==> src/rtl/cpu_sequencer.sv <==
// ---------------------------------------------------------------------------
// cpu_sequencer
//
// Purpose:
//   Walks the user through one register-file operation entered on switches
//   and a pushbutton: opcode, then register A, then register B. It then
//   runs the shared ALU, writes the result back into register A, and holds
//   the result for the display logic. This block owns the 8x8-bit register
//   file.
//
// Optional feature macro:
//   DEBOUNCE_EN - when defined, a press is accepted only once the
//                 synchronised button has been stable for DEBOUNCE_CYCLES
//                 cycles. Short glitches are then rejected.
//
// Ports:
//   clock     in   1  system clock, rising-edge active
//   reset_n   in   1  synchronous active-low reset
//   setButton in   1  active-low pushbutton, asynchronous to clock
//   inputs    in   4  switch value captured on a press
//   readSel   in   3  register index for the display view
//   readData  out  8  combinational view of regfile[readSel]
//   state     out  3  current FSM state code
//   opCode    out  4  latched opcode
//   regA      out  3  latched destination / first-operand index
//   regB      out  3  latched second-operand index
//   result    out  8  last ALU result
//   carry     out  1  carry / borrow flag
//   zero      out  1  zero flag
//   badOp     out  1  last executed opcode was reserved (8..15)
//   busy      out  1  high while in EXEC and WB
//   done      out  1  one-cycle pulse on entry to SHOW
// ---------------------------------------------------------------------------
module cpu_sequencer #(
  parameter int         NUM_REGS  = 8,
  parameter logic [7:0] REG_RESET = 8'h01
`ifdef DEBOUNCE_EN
  ,
  parameter int         DEBOUNCE_CYCLES = 16
`endif
) (
  input  logic       clock,
  input  logic       reset_n,
  input  logic       setButton,
  input  logic [3:0] inputs,
  input  logic [2:0] readSel,
  output logic [7:0] readData,
  output logic [2:0] state,
  output logic [3:0] opCode,
  output logic [2:0] regA,
  output logic [2:0] regB,
  output logic [7:0] result,
  output logic       carry,
  output logic       zero,
  output logic       badOp,
  output logic       busy,
  output logic       done
);

  typedef enum logic [2:0] {
    ST_OP   = 3'd0,
    ST_RA   = 3'd1,
    ST_RB   = 3'd2,
    ST_EXEC = 3'd3,
    ST_WB   = 3'd4,
    ST_SHOW = 3'd5
  } state_e;

  state_e      state_q;
  logic [3:0]  opCode_q;
  logic [2:0]  regA_q;
  logic [2:0]  regB_q;
  logic [7:0]  result_q;
  logic        carry_q;
  logic        zero_q;
  logic        badOp_q;
  logic        done_q;
  logic [8:0]  aluSum_q;
  logic [8:0]  aluSum_d;
  logic [7:0]  regs_q [NUM_REGS];

  logic        sync1_q;
  logic        sync2_q;
  logic        sync2Prev_q;
  logic        press;

  logic [7:0]  opA;
  logic [7:0]  opB;

  // Two-flop synchronizer for the asynchronous button, plus one more stage
  // so a falling edge of the synchronised level can be seen. The button
  // idles high, so every stage resets to 1 and no press appears after
  // reset.
  always_ff @(posedge clock) begin
    if (!reset_n) begin
      sync1_q     <= 1'b1;
      sync2_q     <= 1'b1;
      sync2Prev_q <= 1'b1;
    end else begin
      sync1_q     <= setButton;
      sync2_q     <= sync1_q;
      sync2Prev_q <= sync2_q;
    end
  end

`ifdef DEBOUNCE_EN
  localparam int CNT_W = $clog2(DEBOUNCE_CYCLES + 1);
  localparam logic [CNT_W-1:0] CNT_FULL = CNT_W'(DEBOUNCE_CYCLES);

  logic [CNT_W-1:0] stableCnt_q;
  logic             dbLevel_q;
  logic             stableNow;

  // The counter measures how long sync2 has held its value. It restarts on
  // any change and saturates at CNT_FULL. Once it is full, the debounced
  // level follows sync2. A press is the debounced level going high-to-low,
  // so the low level must persist for the full window first.
  assign stableNow = (stableCnt_q == CNT_FULL) && (sync2_q == sync2Prev_q);

  always_ff @(posedge clock) begin
    if (!reset_n) begin
      stableCnt_q <= CNT_FULL;
      dbLevel_q   <= 1'b1;
    end else begin
      if (sync2_q != sync2Prev_q) begin
        stableCnt_q <= '0;
      end else if (stableCnt_q != CNT_FULL) begin
        stableCnt_q <= stableCnt_q + CNT_W'(1);
      end
      if (stableNow) begin
        dbLevel_q <= sync2_q;
      end
    end
  end

  assign press = stableNow & dbLevel_q & ~sync2_q;
`else
  // A press is a single-cycle pulse on the falling edge of the
  // synchronised button, so holding the button gives one press.
  assign press = sync2Prev_q & ~sync2_q;
`endif

  // The ALU works on the latched operand indices. Its result is captured
  // in EXEC as a 9-bit value: bit 8 carries the carry/borrow out.
  assign opA = regs_q[regA_q];
  assign opB = regs_q[regB_q];

  always_comb begin
    aluSum_d = '0;
    case (opCode_q[2:0])
      3'd0: aluSum_d = {1'b0, opA} + {1'b0, opB};
      3'd1: aluSum_d = {1'b0, opA} - {1'b0, opB};
      3'd2: aluSum_d = {1'b0, opA & opB};
      3'd3: aluSum_d = {1'b0, opA | opB};
      3'd4: aluSum_d = {1'b0, opA ^ opB};
      3'd5: aluSum_d = {1'b0, opB};
      3'd6: aluSum_d = {opA[7], opA[6:0], 1'b0};
      3'd7: aluSum_d = {opA[0], 1'b0, opA[7:1]};
    endcase
  end

  // Main sequencer. Reset is checked first, so it wins over a press in the
  // same cycle. Presses outside OP/RA/RB/SHOW are dropped, not queued.
  // Reserved opcodes (bit 3 set) only raise badOp. They leave the register
  // file, the result and the flags untouched.
  always_ff @(posedge clock) begin
    if (!reset_n) begin
      state_q  <= ST_OP;
      opCode_q <= '0;
      regA_q   <= '0;
      regB_q   <= '0;
      result_q <= '0;
      carry_q  <= 1'b0;
      zero_q   <= 1'b0;
      badOp_q  <= 1'b0;
      done_q   <= 1'b0;
      aluSum_q <= '0;
      for (int i = 0; i < NUM_REGS; i++) begin
        regs_q[i] <= REG_RESET;
      end
    end else begin
      done_q <= 1'b0;
      case (state_q)
        ST_OP: begin
          if (press) begin
            opCode_q <= inputs;
            state_q  <= ST_RA;
          end
        end
        ST_RA: begin
          if (press) begin
            regA_q  <= inputs[2:0];
            state_q <= ST_RB;
          end
        end
        ST_RB: begin
          if (press) begin
            regB_q  <= inputs[2:0];
            state_q <= ST_EXEC;
          end
        end
        ST_EXEC: begin
          aluSum_q <= aluSum_d;
          state_q  <= ST_WB;
        end
        ST_WB: begin
          if (opCode_q[3]) begin
            badOp_q <= 1'b1;
          end else begin
            result_q       <= aluSum_q[7:0];
            carry_q        <= aluSum_q[8];
            zero_q         <= (aluSum_q[7:0] == 8'h00);
            badOp_q        <= 1'b0;
            regs_q[regA_q] <= aluSum_q[7:0];
          end
          done_q  <= 1'b1;
          state_q <= ST_SHOW;
        end
        ST_SHOW: begin
          if (press) begin
            state_q <= ST_OP;
          end
        end
        default: begin
          state_q <= ST_OP;
        end
      endcase
    end
  end

  assign readData = regs_q[readSel];
  assign state    = state_q;
  assign opCode   = opCode_q;
  assign regA     = regA_q;
  assign regB     = regB_q;
  assign result   = result_q;
  assign carry    = carry_q;
  assign zero     = zero_q;
  assign badOp    = badOp_q;
  assign done     = done_q;
  assign busy     = (state_q == ST_EXEC) || (state_q == ST_WB);

endmodule

==> config.mk <==
export PLATFORM = sky130hd
export DESIGN_NAME = cpu_sequencer
export DESIGN_NICKNAME = d
export VERILOG_FILES = /design/src/rtl/cpu_sequencer.sv
export SDC_FILE = /design/constraint.sdc
export NUM_CORES = 1
export LEC_CHECK = 0
export ABC_AREA = 1
export ABC_CLOCK_PERIOD_IN_PS = 2980
export BUFFER_PORTS_ARGS = -buffer_cell sky130_fd_sc_hd__buf_2
export CORE_ASPECT_RATIO = 1.5
export CORE_MARGIN = 3
export CORE_UTILIZATION = 45
export CTS_BUF_LIST = sky130_fd_sc_hd__clkbuf_8
export DETAILED_ROUTE_END_ITERATION = 7
export GPL_ROUTABILITY_DRIVEN = 0
export GPL_TIMING_DRIVEN = 0
export SETUP_SLACK_MARGIN = 0.15
export SYNTH_ARGS = -nofsm -noshare
export SYNTH_HDL_FRONTEND = slang
export SYNTH_SLANG_ARGS = --single-unit
==> constraint.sdc <==
create_clock -name clock -period 2.98 [get_ports clock]
set_input_delay 0.149 -clock clock [delete_from_list [all_inputs] [get_ports clock]]
set_output_delay 0.149 -clock clock [all_outputs]
set_load 0.005 [all_outputs]
==> metrics.csv, run 1 <==
stage;metric;value;unit
synthesis;sequential area share after synthesis;40.71;%
floorplan;# rows;54;
clock_network;TritonCTS Buffers;9;
synthesis;Synth Area in Simple Gates;25.43;%
synthesis;number of flops mapped to enable cells by yosys;64;
sta;Final period util;104.6;%
grt;GR peak layer;met2;
synthesis;main combinational cell family by area after synthesis;simple AND/OR/NAND/NOR gates;
clock_network;CTS tree;done;
setup_path;crit end category;flop;
grt;vias in the first global route;6323;
power_and_ir_drop;sw frac;29.45;%
drt;total routed wirelength;22850;µm
drt;DR vias;6519;
floorplan;Die Wd;106.6;µm
drt;Antenna Nets Post-Route;0;
synthesis;synth unique cells;48;
power_and_ir_drop;maximum vdd drop;0.0002259;V
power_and_ir_drop;part of the power in registers;52.4;%
grt;Tot GR Track Use;27.53;%
sta;Worst-Margin Slew;0.6896;ns
outcome;outcome;finished with violations;
synthesis;Top FF cell, synth;edfxtp_1;
drt;number of remaining DRC errors;0;
power_and_ir_drop;Clk pwr share;32.5;%
hold_path;min-delay worst type;in -> reg;
floorplan;Ports;44;
setup_path;crit path DAT;3.43;ns
grt;met3 Use GR;3.611;%
synthesis;Post-Syn Nets;926;
sta;Max Freq;321.0;MHz
clock_network;clock root cell;clkbuf_8;
layout;area added between synthesis and finish;16.14;%
drt;initial DRC count;459;
drt;drt pass-1 iters;5;
layout;layout cell share with drive strength beyond 1;19.48;%
drt;drt wl/cell;19.60;µm
sta;setup ws final;-0.1356;ns
synthesis;Post-Synth XOR/XNOR Area;1.538;%
power_and_ir_drop;PwrDens;389.6;nW/µm²
setup_path;element type at the critical path start;flop;
clock_network;H-Tree Depth;3;
clock_network;Bufs on Longest Clock Path;2;
power_and_ir_drop;combinational share of power;15.1;%
grt;GRT overflow;0;
synthesis;Yosys reg bits;107;
floorplan;Core Region;14730;µm²
synthesis;post-synthesis cell count;890;
layout;Layout Nets;1001;
grt;met2 Track Usage GR;49.76;%
setup_path;CP Class;reg -> reg;
floorplan;overall die height;156.9;µm
clock_network;clock slew at reported path FFs;0.12;ns
power_and_ir_drop;Int Pwr;2182;µW
floorplan;die area;16740;µm²
clock_network;clk_lat worst skew;0.38;ns
sta;Min Clock Period, post-route;3.116;ns
placed_design;port buffer count;42;
power_and_ir_drop;Static Leak;0.003358;µW
setup_path;maximum fanout along the worst path;7;
grt;GRT met1 Usage;30.94;%
synthesis;Post-Synth Adder-Cell Area;4.869;%
grt;largest net degree at the start of global routing;22;
clock_network;clk sink count;107;
sta;unrepaired setup endpoints after global routing;true;
outcome;failing checks;setup timing;
sta;skew final;0.02217;ns
synthesis;synthesis warning total;0;
floorplan;Initial Utilization;46.41;%
sta;final-report max-slew violation count;0;
synthesis;post-synthesis compound-gate area fraction;17.85;%
sta;slew margin rel.;53.86;%
placed_design;post-DP HPWL;16710;µm
grt;first-pass GRT wire length;34820;µm
synthesis;Avg Cell Area, Syn;7.680;µm²
layout;Ant. Diodes;0;
synthesis;mux contribution to synthesized area;0;%
synthesis;FFs w/ async S/R, synth;0;%
sta;Hold Vio Cnt, Final;0;
sta;final setup fails;4;
grt;initial antenna violation count;0;
drt;number of vias per cell;5.591;
setup_path;Required @ worst endpoint;3.30;ns
synthesis;Synth Cell Area;6835;µm²
power_and_ir_drop;switching pwr;911.0;µW
run;# Max-Cap Violations;0;
power_and_ir_drop;Pwr Total;3093;µW
layout;final core utilization;53.90;%
timing repair:
action	CTS	global route
pin swaps	17	25
resized for setup	23	31
endpoints found under the hold margin	1	0
setup buffers	14	6
gates cloned	1	0
hold buffers	1	0
endpoints found under the setup margin	8	8
area by class of cell:
type                            instances  area, µm²
Buffer                                 33      221.5
Clock inverter                          7      102.6
Fill cell                            1508       6790
Inverter                              116      445.4
Timing Repair Buffer                   64      406.6
Sequential cell                       107       2785
Tap cell                              196      245.2
Clock buffer                            9      123.9
Multi-Input combinational cell        634       3608
worst max-delay path, stage by stage, from the launching register on:
cell     delay [ns]
dfxtp_2        0.36
buf_8          0.13
buf_8          0.13
a21oi_2        0.12
o21ai_1        0.07
o21ai_1        0.08
nand2_1        0.10
o21ai_4        0.10
inv_2          0.08
ha_4           0.17
or2_4          0.25
xnor2_4        0.14
ha_4           0.31
nand2_2        0.08
nor3_2         0.19
nor2_2         0.07
o21ai_1        0.15
xor2_1         0.27
a21oi_1        0.12
nor2_1         0.11
kinds of logic after synthesis:
family	count (synthesis)
buffers and inverters	149
adder cells (fa/ha/maj)	26
XOR/XNOR	12
AO/OA/AOI/OAI	210
AND/OR/NAND/NOR	386
flip-flops	107
synthesized netlist by cell type (3+ instances only):
cell type / instances / area (µm²)
nand2_1: 178 / 668.1
nand2_4: 8 / 90.09
nand3_1: 57 / 285.3
clkinv_1: 11 / 41.29
ha_1: 25 / 312.8
inv_2: 10 / 37.54
o211ai_2: 6 / 75.07
a221oi_1: 6 / 52.55
a31oi_1: 10 / 62.56
nand2_2: 8 / 50.05
nor2_2: 4 / 25.02
o21ai_0: 77 / 385.4
buf_6: 8 / 90.09
buf_2: 9 / 45.04
nand4_1: 3 / 18.77
clkbuf_1: 13 / 48.80
or2_2: 3 / 18.77
nor2_1: 102 / 382.9
dfxtp_1: 43 / 860.8
a21oi_1: 65 / 325.3
o21bai_1: 3 / 22.52
nand3_2: 4 / 40.04
o21ai_1: 13 / 65.06
o211ai_1: 21 / 157.7
xor2_1: 11 / 96.34
nor3_1: 6 / 30.03
inv_1: 93 / 349.1
and2_1: 5 / 31.28
edfxtp_1: 64 / 1922
state kept, by name, indices dropped and copies added, names as in the netlist, named ones only:
name / flops
result: 8
sync1_q: 1
carry: 1
regA: 3
sync2_q: 1
done: 1
aluSum_q: 9
state: 3
regs_q: 64
badOp: 1
opCode: 4
zero: 1
sync2Prev_q: 1
regB: 3
worst paths after layout:
| kind | from | endpoint | slack [ns] | cells past startpoint |
|---|---|---|---|---|
| min | inputs[3] | opCode[3]$_SDFFE_PN0P_ | 0.03 | 3 |
| max reg2reg | flop | aluSum_q[7]$_SDFFE_PN0N_ | -0.14 | 19 |
| max | flop | aluSum_q[7]$_SDFFE_PN0N_ | -0.14 | 19 |
| min reg2reg | sync1_q$_SDFF_PN1_ | sync2_q$_SDFF_PN1_ | 0.44 | 1 |
cells in the final DEF, fill, tap and decap left out, types with 23 or more instances in the layout:
master,count
nand2_1,174
nor2_1,100
inv_1,91
o21ai_0,67
edfxtp_1,64
a21oi_1,58
nand3_1,51
buf_2,50
dfxtp_1,41
ha_1,23
metrics by stage:
stage               hold slack (ns)  TNS (ns)  setup WS (ns)  cell area [µm²]  instances
floorplan                    0.2556         0         0.1722             6844        890
global placement             0.3353    -2.328        -0.4141             7300       1128
detailed placement           0.3383    -2.437        -0.4377             7300       1128
CTS                         0.02232   -0.2079       -0.08122             7777       1160
global route                0.06731    -1.239        -0.3064             7939       1166
finish                      0.03437   -0.1963        -0.1356             7939       1166
power by group through the flow:
stage | combinational [µW] | sequential, µW | clock (µW)
2_1_floorplan | 266 | 1640 | 0
3_3_place_gp | 387 | 1650 | 0
3_5_place_dp | 389 | 1650 | 0
4_1_cts | 422 | 1620 | 1010
5_1_grt | 510 | 1620 | 1070
6_report | 468 | 1620 | 1000
layer usage:
layer	share of wire, %	vias up
li1	-	3125
met1	37	3013
met2	50	294
met3	6.2	87
met4	6.3	0
met5	0	-
Note: power is estimated with default switching activity, not from simulation.
==> run 2, diff against run 1 <==
--- a/config.mk
+++ b/config.mk
@@ -5,9 +5,10 @@
 export SDC_FILE = /design/constraint.sdc
 export NUM_CORES = 1
 export LEC_CHECK = 0
-export ABC_AREA = 1
 export ABC_CLOCK_PERIOD_IN_PS = 2980
 export BUFFER_PORTS_ARGS = -buffer_cell sky130_fd_sc_hd__buf_2
+export CELL_PAD_IN_SITES_DETAIL_PLACEMENT = 0
+export CELL_PAD_IN_SITES_GLOBAL_PLACEMENT = 1
 export CORE_ASPECT_RATIO = 1.5
 export CORE_MARGIN = 3
 export CORE_UTILIZATION = 45
@@ -15,6 +16,7 @@
 export DETAILED_ROUTE_END_ITERATION = 7
 export GPL_ROUTABILITY_DRIVEN = 0
 export GPL_TIMING_DRIVEN = 0
+export PLACE_DENSITY_LB_ADDON = 0.1
 export SETUP_SLACK_MARGIN = 0.15
 export SYNTH_ARGS = -nofsm -noshare
 export SYNTH_HDL_FRONTEND = slang
==> metrics.csv, run 2 <==
stage;metric;value;unit;change
layout;Largest register FFs;64;;unchanged
setup_path;critical path depth;16;;-3
drt;initial DRC count;297;;-35%
layout;Ant. Diodes;0;;unchanged
setup_path;element type at the critical path start;flop;;
outcome;failing checks;setup timing;;
setup_path;CP max stage cell;mux4_2;;
hold_path;Worst Min Path Start;inputs[3];;
sta;Worst-Margin Slew;0.8743;ns;+0.1847 ns
sta;unrepaired setup endpoints after global routing;true;;
placed_design;placed cells;814;;-28%
sta;slew margin rel.;41.71;%;-12 points
setup_path;reg2reg end;aluSum_q[7]$_SDFFE_PN0N_;;
sta;skew final;0.01852;ns;-0.003654 ns
synthesis;Synth Cell Area;6631;µm²;-3.0%
synthesis;FFs w/ async S/R, synth;0;%;unchanged
synthesis;top cells by area, synth;edfxtp_1 29%, mux4_2 14%, dfxtp_1 13%;;
floorplan;Ports;44;;unchanged
sta;Fin Setup TNS;-2.132;ns;-1.936 ns
synthesis;area leader, netlist;edfxtp_1;;
synthesis;Yosys reg bits;107;;unchanged
grt;vias in the first global route;5347;;-15%
sta;setup ws final;-0.4037;ns;-0.2681 ns
drt;number of remaining DRC errors;0;;unchanged
clock_network;clk sink count;107;;unchanged
layout;area added between synthesis and finish;19.06;%;
clock_network;clock slew at reported path FFs;0.12;ns;about the same
synthesis;sequential area share after synthesis;41.96;%;+1.3 points
hold_path;min-delay worst type;in -> reg;;
clock_network;H-Tree Depth;3;;unchanged
clock_network;TritonCTS Buffers;9;;unchanged
sta;Final period util;113.5;%;+9.0 points
grt;GRT overflow;0;;unchanged
setup_path;Bufs and invs on worst path;4;;+1
layout;Cell Count, Final, Fillers Out;853;;-27%
layout;Top reg by flops;regs_q;;
sta;final setup fails;7;;+3
placed_design;Placed Area;7148;µm²;-2.1%
setup_path;maximum fanout along the worst path;4;;-3
hold_path;WHS Endpoint;opCode[3]$_SDFFE_PN0P_;;
layout;Final Instance Area;7895;µm²;-0.55%
clock_network;CTS tree;done;;
floorplan;Die Wd;105.1;µm;-1.4%
drt;drt pass-1 iters;5;;unchanged
synthesis;most frequent cell after synthesis;edfxtp_1;;
setup_path;crit path DAT;3.69;ns;+0.26 ns
grt;Tot GR Track Use;24.07;%;-3.5 points
sta;Min Clock Period, post-route;3.384;ns;+0.2681 ns
run;# Max-Cap Violations;0;;unchanged
placed_design;pre-CTS setup slack;-0.9722;ns;-0.5345 ns
synthesis;number of flops mapped to enable cells by yosys;64;;unchanged
layout;leading cell type in the layout, fill and taps excluded;edfxtp_1;;
drt;number of vias per cell;5.892;;+5.4%
hold_path;Hold Path Cell Cnt;3;;unchanged
synthesis;post-synthesis cell count;582;;-35%
grt;initial antenna violation count;0;;unchanged
power_and_ir_drop;Static Leak;0.002899;µW;-14%
synthesis;synth unique cells;56;;+17%
setup_path;Required @ worst endpoint;3.29;ns;about the same
setup_path;crit end category;flop;;
sta;final-report max-slew violation count;0;;unchanged
layout;layout cell share with drive strength beyond 1;30.41;%;+11 points
grt;first-pass GRT wire length;30010;µm;-14%
setup_path;CP Class;reg -> reg;;
setup_path;Worst R2R Path Depth;16;;-3
synthesis;Top FF cell, synth;edfxtp_1;;
drt;drt wl/cell;22.32;µm;+14%
drt;Antenna Nets Post-Route;0;;unchanged
sta;Hold Vio Cnt, Final;0;;unchanged
clock_network;clk_lat worst skew;0.38;ns;about the same
floorplan;overall die height;154.7;µm;-1.4%
setup_path;CP cell instances;buf_12 -> buf_12 -> mux4_2 -> mux2i_4 -> buf_12 -> inv_8 -> nor3_4 -> nand2_1 -> o21ai_2 -> xnor2_1 -> ha_1 -> o31a_1 -> o41ai_2 -> xnor2_1 -> nand2_1 -> a31oi_2;;
floorplan;Core Region;14190;µm²;-3.7%
setup_path;CP delay by family, top;compound AO/OA/AOI/OAI gates;;
synthesis;ranking of synthesized cells by instance count;64 x edfxtp_1, 57 x and2_1, 44 x nand2_1;;
clock_network;clock root cell;clkbuf_8;;
sta;Max Freq;295.5;MHz;-7.9%
placed_design;post-DP HPWL;14920;µm;-11%
power_and_ir_drop;maximum vdd drop;0.0003254;V;+44%
synthesis;Synth top area share;28.98;%;+0.86 points
setup_path;CP most frequent cell;buf_12;;
power_and_ir_drop;PwrDens;388.2;nW/µm²;-0.37%
drt;DR vias;5026;;-23%
grt;largest net degree at the start of global routing;20;;-9.1%
setup_path;Critical Path Max Stage Delay;0.53;ns;+0.17 ns
outcome;outcome;finished with violations;;
clock_network;Bufs on Longest Clock Path;2;;unchanged
synthesis;synthesis warning total;0;;unchanged
synthesis;Post-Syn Nets;618;;-33%
setup_path;FF-to-FF setup slack;-0.40;ns;-0.27 ns
layout;Layout Nets;692;;-31%
floorplan;die area;16260;µm²;-2.8%
floorplan;Initial Utilization;46.73;%;+0.32 points
synthesis;Avg Cell Area, Syn;11.39;µm²;+48%
drt;total routed wirelength;19040;µm;-17%
layout;commonest cells after routing, fill and taps aside;64 x edfxtp_1, 57 x and2_1, 44 x buf_2;;
placed_design;port buffer count;40;;-4.8%
floorplan;# rows;53;;-1.9%
layout;fillcell total;1271;;-16%
-- run 2: cell types whose count changed after synthesis, moves of 13 or more --
cell | previous run | this run
a21boi_0 | 0 | 16
a21oi_1 | 65 | 15
and2_1 | 5 | 57
clkbuf_1 | 13 | 31
inv_1 | 93 | 20
mux2i_1 | 0 | 20
mux4_2 | 0 | 42
nand2_1 | 178 | 44
nand3_1 | 57 | 11
nor2_1 | 102 | 19
nor2b_1 | 0 | 13
o211ai_1 | 21 | 4
o21ai_0 | 77 | 30
-- run 2: how the worst max path moves through the flow --
stage	start	end	slack (ns)
after global routing	flop	aluSum_q[8]$_SDFFE_PN0N_	-0.53
after floorplan	flop	aluSum_q[8]$_SDFFE_PN0N_	-0.16
after global placement	flop	aluSum_q[7]$_SDFFE_PN0N_	-0.93
after CTS	flop	aluSum_q[8]$_SDFFE_PN0N_	-0.42
final	flop	aluSum_q[7]$_SDFFE_PN0N_	-0.40
after detailed placement	flop	aluSum_q[7]$_SDFFE_PN0N_	-0.97
-- run 2: metal layers --
metal	wire length (µm)	GRT usage (%)
met5	0	0
met4	649	9.318
met3	583	3.090
met2	10790	46.46
met1	7014	26.37
-- run 2: what timing repair did --
item,CTS,global route
endpoints found under the hold margin,1,0
pin swaps,24,13
resized for setup,72,19
setup buffers,19,3
hold buffers,1,0
setup endpoints to repair,76,77
-- run 2: per-stage QoR --
step / utilization (%) / total power, µW / hold WS, ns
2_1_floorplan: - / 1875 / 0.2505
3_3_place_gp: 50.37 / 1977 / 0.3328
3_5_place_dp: 50.37 / 1984 / 0.3385
4_1_cts: 55.02 / 3063 / 0.01649
5_1_grt: 55.63 / 3168 / 0.02806
6_report: 55.63 / 3065 / 0.03427
-- run 2: layout make-up --
cell class                 instances  area (µm²)  area share, %
tap                              192       240.2          3.043
clock inverter                     7       110.1          1.395
clock buffer                       9       123.9          1.569
multi-input combinational        413        3926          49.73
sequential                       107        2784          35.26
buffer                            41       216.5          2.742
timing repair buffer              63       402.9          5.103
inverter                          21       91.34          1.157
-- run 2: kinds of logic (layout without fill, tap and decap cells) --
group,count (synthesis),after routing,synth area share [%]
simple gates,199,199,16.45
flops,107,107,41.96
compound gates,97,97,9.397
mux,81,81,22.09
buf+inv,62,141,3.755
fa+ha+maj,26,26,5.019
xor+xnor,10,10,1.321
-- run 2: power breakdown --
part | total [µW] | switching [µW] | internal, µW
registers | 1620 | 29.4 | 1590
logic | 389 | 210 | 179
clock network | 1050 | 563 | 490
-- run 2: worst min-delay path: stages --
cell and delay [ns]:
buf_2 0.10, nand3_1 0.05, a21boi_0 0.07
